<file path="config.mk">
export PLATFORM = sky130hd
export DESIGN_NAME = spike_conv_pe
export DESIGN_NICKNAME = d
export VERILOG_FILES = /design/src/rtl/spike_conv_pe.sv
export SDC_FILE = /design/constraint.sdc
export NUM_CORES = 1
export LEC_CHECK = 0
export ABC_AREA = 1
export ABC_CLOCK_PERIOD_IN_PS = 5100
export CAP_MARGIN = 0
export CORE_MARGIN = 2
export CORE_UTILIZATION = 30
export DETAILED_ROUTE_END_ITERATION = 10
export PLACE_DENSITY = 0.53
export SLEW_MARGIN = 20
export SYNTH_ARGS = -nofsm -noshare
export SYNTH_HDL_FRONTEND = slang
export SYNTH_SLANG_ARGS = --single-unit
</file>
<file path="constraint.sdc">
create_clock -name clk -period 5.1 [get_ports clk]
set_input_delay 0.51 -clock clk [delete_from_list [all_inputs] [get_ports clk]]
set_output_delay 0.51 -clock clk [all_outputs]
set_load 0.02 [all_outputs]
</file>
<file path="src/rtl/spike_conv_pe.sv">
// Spiking 1-D conv PE: stores a K-tap filter, convolves an ifmap row, emits N psum packets plus an optional ifmap forward.
// Latency K+1 cycles per psum; out_data holds while out_ready is low, and in_ready drops for the whole MAC/EMIT/FWD sequence.
module spike_conv_pe #(
    parameter int PKT_W      = 64,
    parameter int ADDR_W     = 4,
    parameter int IFMAP_LEN  = 25,
    parameter int K          = 5,
    parameter int WEIGHT_W   = 8,
    parameter int ACC_W      = 13,
    parameter int SRC_ADDR   = 0,
    parameter int PSUM_DST   = 0,
    parameter int FWD_DST    = 0,
    parameter int FORWARD_EN = 1
) (
    input  logic             clk,
    input  logic             rst,
    input  logic [PKT_W-1:0] in_data,
    input  logic             in_valid,
    output logic             in_ready,
    output logic [PKT_W-1:0] out_data,
    output logic             out_valid,
    input  logic             out_ready,
    output logic             busy,
    output logic             drop_pulse
);
    localparam int P     = PKT_W - 2*ADDR_W - 2;
    localparam int N     = IFMAP_LEN - K + 1;
    localparam int IDX_W = (N > 1) ? $clog2(N) : 1;
    localparam int K_W   = (K > 1) ? $clog2(K) : 1;
    localparam int SP_W  = $clog2(IFMAP_LEN + 1);

    if (IFMAP_LEN > P || K*WEIGHT_W > P || K > IFMAP_LEN ||
        ACC_W < WEIGHT_W + $clog2(K) || IDX_W + ACC_W > P) begin : g_param_check
        $error("spike_conv_pe: inconsistent parameter set");
    end

    typedef enum logic [2:0] {IDLE, WAIT_FILT, MAC, EMIT, FWD} state_t;

    state_t                 state;
    logic                   filt_valid;
    logic [WEIGHT_W-1:0]    w [K];
    logic [IFMAP_LEN-1:0]   spikes;
    logic [IDX_W-1:0]       j;
    logic [K_W-1:0]         k;
    logic [ACC_W-1:0]       acc;

    logic [1:0]             in_type;
    logic                   in_fire;
    logic                   out_fire;
    logic [SP_W-1:0]        tap_idx;
    logic [ACC_W-1:0]       acc_sum;
    logic [P-1:0]           psum_pl;
    logic [P-1:0]           fwd_pl;
    logic                   unused_in;

    assign in_type  = in_data[P+1:P];
    assign in_fire  = in_valid && in_ready;
    assign out_fire = out_valid && out_ready;
    // Address fields and payload bits beyond the weights/spikes are not consumed.
    assign unused_in = ^in_data;

    always_comb begin
        tap_idx = SP_W'(j) + SP_W'(k);
        acc_sum = acc + (spikes[tap_idx] ? ACC_W'(w[k]) : '0);
        psum_pl = P'(acc_sum) | (P'(j) << ACC_W);
        fwd_pl  = P'(spikes);
    end

    function automatic logic [PKT_W-1:0] make_pkt(input logic [ADDR_W-1:0] dst,
                                                  input logic [1:0]        typ,
                                                  input logic [P-1:0]      pl);
        return {dst, ADDR_W'(SRC_ADDR), typ, pl};
    endfunction

    always_ff @(posedge clk) begin
        if (rst) begin
            state      <= IDLE;
            filt_valid <= 1'b0;
            for (int i = 0; i < K; i++) w[i] <= '0;
            spikes     <= '0;
            j          <= '0;
            k          <= '0;
            acc        <= '0;
            in_ready   <= 1'b1;
            out_valid  <= 1'b0;
            out_data   <= '0;
            busy       <= 1'b0;
            drop_pulse <= 1'b0;
        end else begin
            drop_pulse <= 1'b0;
            case (state)
                IDLE, WAIT_FILT: begin
                    if (in_fire) begin
                        if (in_type[1]) begin
                            drop_pulse <= 1'b1;
                        end else if (in_type[0]) begin
                            for (int i = 0; i < K; i++) w[i] <= in_data[i*WEIGHT_W +: WEIGHT_W];
                            filt_valid <= 1'b1;
                            if (state == WAIT_FILT) begin
                                state    <= MAC;
                                in_ready <= 1'b0;
                                j        <= '0;
                                k        <= '0;
                                acc      <= '0;
                            end
                        end else begin
                            spikes <= in_data[IFMAP_LEN-1:0];
                            j      <= '0;
                            k      <= '0;
                            acc    <= '0;
                            busy   <= 1'b1;
                            // An ifmap in WAIT_FILT just refreshes the spikes; filt_valid is never set there.
                            if (state == IDLE && filt_valid) begin
                                state    <= MAC;
                                in_ready <= 1'b0;
                            end else begin
                                state    <= WAIT_FILT;
                            end
                        end
                    end
                end
                MAC: begin
                    acc <= acc_sum;
                    if (k == K_W'(K-1)) begin
                        state     <= EMIT;
                        out_valid <= 1'b1;
                        out_data  <= make_pkt(ADDR_W'(PSUM_DST), 2'b11, psum_pl);
                    end else begin
                        k <= k + 1'b1;
                    end
                end
                EMIT: begin
                    if (out_fire) begin
                        if (j != IDX_W'(N-1)) begin
                            state     <= MAC;
                            out_valid <= 1'b0;
                            j         <= j + 1'b1;
                            k         <= '0;
                            acc       <= '0;
                        end else if (FORWARD_EN != 0) begin
                            state    <= FWD;
                            out_data <= make_pkt(ADDR_W'(FWD_DST), 2'b00, fwd_pl);
                        end else begin
                            state     <= IDLE;
                            out_valid <= 1'b0;
                            busy      <= 1'b0;
                            in_ready  <= 1'b1;
                        end
                    end
                end
                FWD: begin
                    if (out_fire) begin
                        state     <= IDLE;
                        out_valid <= 1'b0;
                        busy      <= 1'b0;
                        in_ready  <= 1'b1;
                    end
                end
                default: begin
                    state     <= IDLE;
                    out_valid <= 1'b0;
                    busy      <= 1'b0;
                    in_ready  <= 1'b1;
                end
            endcase
        end
    end
endmodule

</file>
==> results of run 1 <==
-- registers in the layout, summed over array words and instances (netlist names), named ones only --
| signal | flops |
|---|---|
| spikes | 25 |
| busy | 1 |
| filt_valid | 1 |
| w | 40 |
| j | 5 |
| drop_pulse | 1 |
| out_valid | 1 |
| out_data | 26 |
| acc | 13 |
| k | 3 |
| state | 3 |
| in_ready | 1 |
-- power breakdown --
| group | total, uW | leakage [uW] | switching, uW | internal [uW] |
|---|---|---|---|---|
| combinational | 399 | 0.00202 | 257 | 142 |
| sequential | 1120 | 0.00109 | 43.1 | 1070 |
| clock | 1140 | 0.000257 | 467 | 671 |
-- Yosys cell counts (all sizes together) --
cell	count	area (sq um)
o2111ai	1	8.76
inv	90	340
nand3	63	320
o211ai	1	7.51
xnor2	2	17.5
nand3b	1	7.51
nor2	88	359
nor3	5	25.0
dfxtp	83	1660
a32o	7	70.1
o21ai	64	332
conb	1	3.75
mux2i	2	20.0
nand2	195	793
buf	55	385
o22ai	1	6.26
a21oi	92	464
or2	3	18.8
fa	2	40.0
xor2	9	78.8
nand4	7	43.8
edfxtp	40	1200
ha	15	188
clkbuf	20	75.1
-- area by class of cell --
| cell class | instances | area (sq um) | share of cell area [%] |
|---|---|---|---|
| clock buffers | 19 | 433 | 5.52 |
| clock inverters | 13 | 118 | 1.50 |
| inverters | 90 | 340 | 4.34 |
| multi-input cells | 595 | 2950 | 37.6 |
| flip-flops and latches | 123 | 2860 | 36.5 |
| well taps | 275 | 344 | 4.39 |
| repair buffers | 80 | 791 | 10.1 |
-- cell usage in the layout (no fill, tap or decap), types with 2 or more instances in the layout --
cell	Yosys	final
a21oi_1	91	91
a32o_1	7	7
buf_4	41	4
clkbuf_1	20	2
clkbuf_16	0	17
clkdlybuf4s50_1	0	76
clkinv_2	0	3
clkinvlp_4	0	5
conb_1	1	37
dfxtp_1	83	83
edfxtp_1	40	40
fa_1	2	2
ha_1	15	15
inv_1	80	80
inv_2	9	9
inv_6	0	4
mux2i_1	2	2
nand2_1	186	186
nand2_2	3	3
nand2_4	5	5
nand3_1	62	62
nand4_1	7	7
nor2_1	84	84
nor2_2	2	2
nor3_1	5	5
o21ai_0	56	55
o21ai_1	7	7
o21ai_4	1	2
or2_2	3	3
xnor2_1	2	2
xor2_1	9	9
-- routing by layer --
| metal | GRT usage [%] | routed length, um | up-vias |
|---|---|---|---|
| li1 | - | - | 2818 |
| met1 | 21.1 | 8220 | 2512 |
| met2 | 26.8 | 8390 | 116 |
| met3 | 2.80 | 630 | 25 |
| met4 | 5.42 | 266 | 0 |
| met5 | 0 | 0 | - |
-- logic make-up after synthesis --
family	count (synthesis)	share of synthesized area (%)
AOI/OAI and AO/OA	166	13.7
xor gates and xnor gates	11	1.49
adders and majority gates	17	3.52
buffers and inverters	165	12.4
DFF	123	44.3
muxes	2	0.310
other	1	0.0580
and+or+nand+nor	362	24.2
-- worst min-delay path, delay by kind of cell, from the launching register on --
family	cells	cell delay, ns
DFF	1	0.31
and+or+nand+nor	1	0.06
AOI/OAI and AO/OA	1	0.05
-- worst max-delay path by stage --
stage / from / endpoint / slack (ns) / depth (start not counted)
after floorplan: in_data[55] / w[0][0] / 1.01 / 3
after global placement: j[0] / acc[6] / 1.33 / 18
after detailed placement: j[0] / acc[6] / 1.32 / 18
after CTS: j[0] / acc[6] / 1.30 / 18
after global routing: j[0] / acc[6] / 0.94 / 19
final: j[0] / acc[6] / 1.27 / 18
-- stage by stage --
step,power (uW),setup slack [ns]
floorplan,1410,1.01
global route,2760,0.936
finish,2650,1.27
global placement,1530,1.33
CTS,2680,1.30
detailed placement,1530,1.32
==> flow_metrics.py, run 1 <==
metrics = {
    "cts": {
        "cts_tree": "done",
        "clk_latency_ns": 0.43,
        "post_cts_buffers": 0,
        "cts_resized": 0,
        "cts-htree-levels": 4,
        "cts_made_buffers": 17,
        "clk_pin_slew_ns": 0.06,
        "cts.sinks": 123,
        "ctsHoldBuffers": 0,
        "cts_buffer_depth": 2,
        "cts_root_buf": "clkbuf_16",
    },
    "global_route": {
        "grt_pass1_vias": 5173,
        "grtUsageTotal_pct": 16.1,
        "overflow": 0,
        "grt_max_degree": 52,
        "grt_pass1_wl_um": 27800,
        "grt_antenna_before_repair": 0,
    },
    "worst_setup_path": {
        "critPathLaunchType": "flip-flop",
        "reg2reg_slack_ns": 1.27,
        "reg2reg_depth": 18,
        "path_common_cell": "nand3_1",
        "cp_cell_sequence": "ha_1 -> fa_1 -> inv_1 -> nand3_1 -> nor2_1 -> nand3_1 -> nand3b_1 -> nand2_1 -> nor2_1 -> ha_1 -> fa_1 -> nand3_1 -> nand3_1 -> nand2_1 -> nand2_1 -> or2_2 -> nand3_1 -> a21oi_1",
        "cp_max_fo": 9,
        "arrival_ns": 4.12,
        "slowest_delay_ns": 0.70,
        "r2r-end": "acc[6]",
        "end_kind": "flip-flop",
        "cp_slowest_cell": "fa_1",
        "r2r-start": "j[0]",
        "critical_path_class": "reg -> reg",
        "crit_buf_inv": 1,
        "crit_family": "adder cells",
        "cp_data_required_time_ns": 5.40,
    },
    "route": {
        "vias": 5471,
        "dr.first_iter.drc_count": 361,
        "wl_per_cell_um": 14.6,
        "drc": 0,
        "drtPass1Iterations": 5,
        "antenna_left": 0,
        "vias_per_cell": 4.58,
        "wl_um": 17500,
    },
    "synth": {
        "ys_ff_latch": 123,
        "netlist_area_sq_um": 6470,
        "ys_warn_count": 0,
        "synthCells": 847,
        "synth_seq_area_share_pct": 44.3,
        "synth_cell_types": 39,
        "syn_avg_cell_area_sq_um": 7.64,
    },
    "floorplan": {
        "die_w_um": 151,
        "die_y_um": 151,
        "fp-row-count": 53,
        "design.core.area_sq_um": 21100,
        "pin_count": 136,
        "die-area_sq_um": 22700,
        "start_util_pct": 30.7,
    },
    "cells_and_area": {
        "final_cell_count_no_fill": 1195,
        "fill_cells": 2224,
        "drive_gt1_share_pct": 6.96,
        "final_nets": 992,
        "area_delta_synth_final_pct": 21.2,
        "final_area_sq_um": 7840,
        "n_antenna_cell": 0,
        "final_core_util_pct": 37.2,
    },
    "worst_hold_path": {
        "whs_path_depth": 2,
        "min_to": "acc[2]",
        "hp-start": "acc[2]",
        "hold_path_class": "reg -> reg",
    },
    "place": {
        "post-dp-hpwl_um": 12300,
        "place_inst": 1163,
        "gp_congestion": 0.849,
        "io_buffers": 76,
        "dpl_cell_area_sq_um": 7290,
    },
    "sta": {
        "hold_violations": 0,
        "slew_viol_final": 0,
        "hold-worst-slack_ns": 0.467,
        "fin_crit_sh_pct": 75.0,
        "fmax_mhz": 261,
        "relSlewSlack_pct": 33.0,
        "timing.setup.tns_ns": 0,
        "worst_pin_slew_ns": 1.00,
        "skew_ns": 0.00885,
        "rsz0062_at_grt": "no",
        "min_period_ns": 3.83,
        "setup_viol": 0,
    },
    "pwr": {
        "powerDensity_nw_per_um2": 338,
        "ir_drop_uv": 217,
        "leakagePower_uw": 0.00337,
    },
    "run_status": {
        "status": "completed",
    },
    "job": {
        "max_cap_viol_count": 0,
    },
}
No activity file was read; power rests on OpenSTA's default activity.
==> run 2: changes to the inputs <==
ABC_CLOCK_PERIOD_IN_PS = 3900   (was 5100)
clock period = 3.9 ns   (was 5.1 ns; I/O delays follow)
==> run 2 against run 1 <==
Setup slack worse by 0.94 ns. Sequential share of layout area hardly changed. Die area did not move. Final cell count about the same. Clock-buffer cell count increased by 3. Critical endpoint unchanged. Design area barely moved. Non-clock buffer count rose by 1.
==> flow_metrics.py, run 2 (synthesized netlist as in run 1, its figures left out) <==
metrics = {
    "sta": {
        "min_period_ns": 3.57,
        "rsz0062_at_grt": "no",
        "fin_crit_sh_pct": 91.6,
        "setup_viol": 0,
        "skew_ns": 0.00864,
        "hold_violations": 0,
        "relSlewSlack_pct": 30.0,
        "slew_viol_final": 0,
        "worst_slack_ns": 0.328,
        "timing.setup.tns_ns": 0,
        "worst_pin_slew_ns": 1.05,
        "fmax_mhz": 280,
    },
    "cells_and_area": {
        "area_delta_synth_final_pct": 21.3,
        "regMostFlops": "w",
        "drive_gt1_share_pct": 7.38,
        "register_area_sq_um": 2860,
        "fill_cells": 2249,
        "layout_common_cells": "nand2_1, a21oi_1, nor2_1, dfxtp_1, inv_1",
        "largest_reg_flops": 40,
        "multiInputGateArea_sq_um": 2960,
        "n_antenna_cell": 0,
        "final_common_cell": "nand2_1",
        "reg_top3": "w (40), out_data (26), spikes (25)",
        "final_nets": 993,
    },
    "cts": {
        "ctsHoldBuffers": 0,
        "cts_tree": "done",
        "cts_root_buf": "clkbuf_16",
        "clk_pin_slew_ns": 0.05,
        "cts_buffer_depth": 2,
        "cts-htree-levels": 4,
        "cts_made_buffers": 17,
        "cts.sinks": 123,
        "clk_latency_ns": 0.42,
    },
    "place": {
        "gp_congestion": 0.863,
        "dp_slack_ns": 0.203,
        "post-dp-hpwl_um": 12500,
        "io_buffers": 76,
    },
    "pwr": {
        "internal_power_uw": 2450,
        "switching_share_pct": 28.4,
        "switchingPower_uw": 970,
        "pwr-share-comb_pct": 15.4,
        "ir_drop_uv": 300,
        "clock_power_share_pct": 42.0,
        "powerDensity_nw_per_um2": 436,
        "p_seq_share_pct": 42.6,
        "leakagePower_uw": 0.00338,
    },
    "worst_setup_path": {
        "reg2reg_slack_ns": 0.33,
        "end_kind": "flip-flop",
        "cp_max_fo": 9,
        "critical_path_class": "reg -> reg",
        "cp_data_required_time_ns": 4.19,
        "arrival_ns": 3.86,
        "critPathLaunchType": "flip-flop",
    },
    "global_route": {
        "grt_pass1_wl_um": 27500,
        "grtUsageTotal_pct": 15.8,
        "grt_max_degree": 52,
        "overflow": 0,
        "grt_pass1_vias": 5234,
        "grt_antenna_before_repair": 0,
    },
    "route": {
        "drc": 0,
        "dr.first_iter.drc_count": 300,
        "vias_per_cell": 4.57,
        "wl_per_cell_um": 14.5,
        "vias": 5471,
        "drtPass1Iterations": 5,
        "antenna_left": 0,
        "wl_um": 17400,
    },
    "run_status": {
        "status": "completed",
    },
    "job": {
        "max_cap_viol_count": 0,
    },
    "worst_hold_path": {
        "hold_path_class": "reg -> reg",
    },
    "floorplan": {
        "die-area_sq_um": 22700,
        "die_y_um": 151,
        "start_util_pct": 30.7,
        "pin_count": 136,
        "die_w_um": 151,
        "fp-row-count": 53,
        "design.core.area_sq_um": 21100,
    },
}
[run 2: power groups by stage]
stage               registers (uW)  clock network (uW)  logic [uW]
detailed placement            1480                   0         525
global placement              1480                   0         524
finish                        1460                1440         526
floorplan                     1490                   0         351
global route                  1460                1510         589
CTS                           1460                1460         527
[run 2: cell type report]
cell class / count / share of cell area (%)
multi-input cells: 595 / 37.7
flip-flops and latches: 123 / 36.5
repair buffers: 81 / 10.2
clock buffers: 22 / 6.04
well taps: 275 / 4.39
inverters: 90 / 4.34
clock inverters: 10 / 0.861
[run 2: what timing repair did]
item | in CTS | in global routing
setup buffers | 0 | 0
hold endpoints to repair | 0 | 0
gates resized for setup | 0 | 3
setup endpoints to repair | 0 | 11
[run 2: worst paths after layout]
kind / from / end / cells past startpoint
max: j[0] / acc[6] / 19
min: filt_valid / filt_valid / 2
max reg2reg: j[0] / acc[6] / 19
min reg2reg: filt_valid / filt_valid / 2
[run 2: metrics by stage]
| stage | utilization [%] | power (uW) | hold slack, ns | std cells | instance area [sq um] |
|---|---|---|---|---|---|
| 5_1_grt | 37.2 | 3560 | 0.492 | 1196 | 7850 |
| 2_1_floorplan | - | 1840 | 0.428 | 883 | 6600 |
| 3_5_place_dp | 34.6 | 2010 | 0.454 | 1164 | 7300 |
| 4_1_cts | 37.2 | 3450 | 0.462 | 1196 | 7840 |
| 3_3_place_gp | 34.6 | 2010 | 0.450 | 1164 | 7300 |
| 6_report | 37.2 | 3420 | 0.455 | 1196 | 7850 |
[run 2: worst max-delay path: stages, from the launching register on]
cell	delay [ns]
dfxtp_1	0.42
ha_2	0.23
fa_2	0.53
inv_1	0.18
nand3_1	0.09
nand2_1	0.07
nand2_1	0.05
nand3_1	0.08
nand3b_1	0.09
nand2_2	0.18
nor2_1	0.07
ha_1	0.22
fa_1	0.44
nand3_1	0.09
nand3_1	0.13
nand2_1	0.09
nand2_1	0.06
or2_2	0.29
nand3_1	0.07
a21oi_1	0.06
[run 2: routing by layer]
layer	global-route usage, %	wire length, um	up-vias	part of all wire, %
met5	0	0	-	0
met4	3.46	129	0	0.74
met3	3.37	604	13	3.5
met2	26.7	8290	96	48
met1	20.7	8350	2538	48
li1	-	-	2824	-
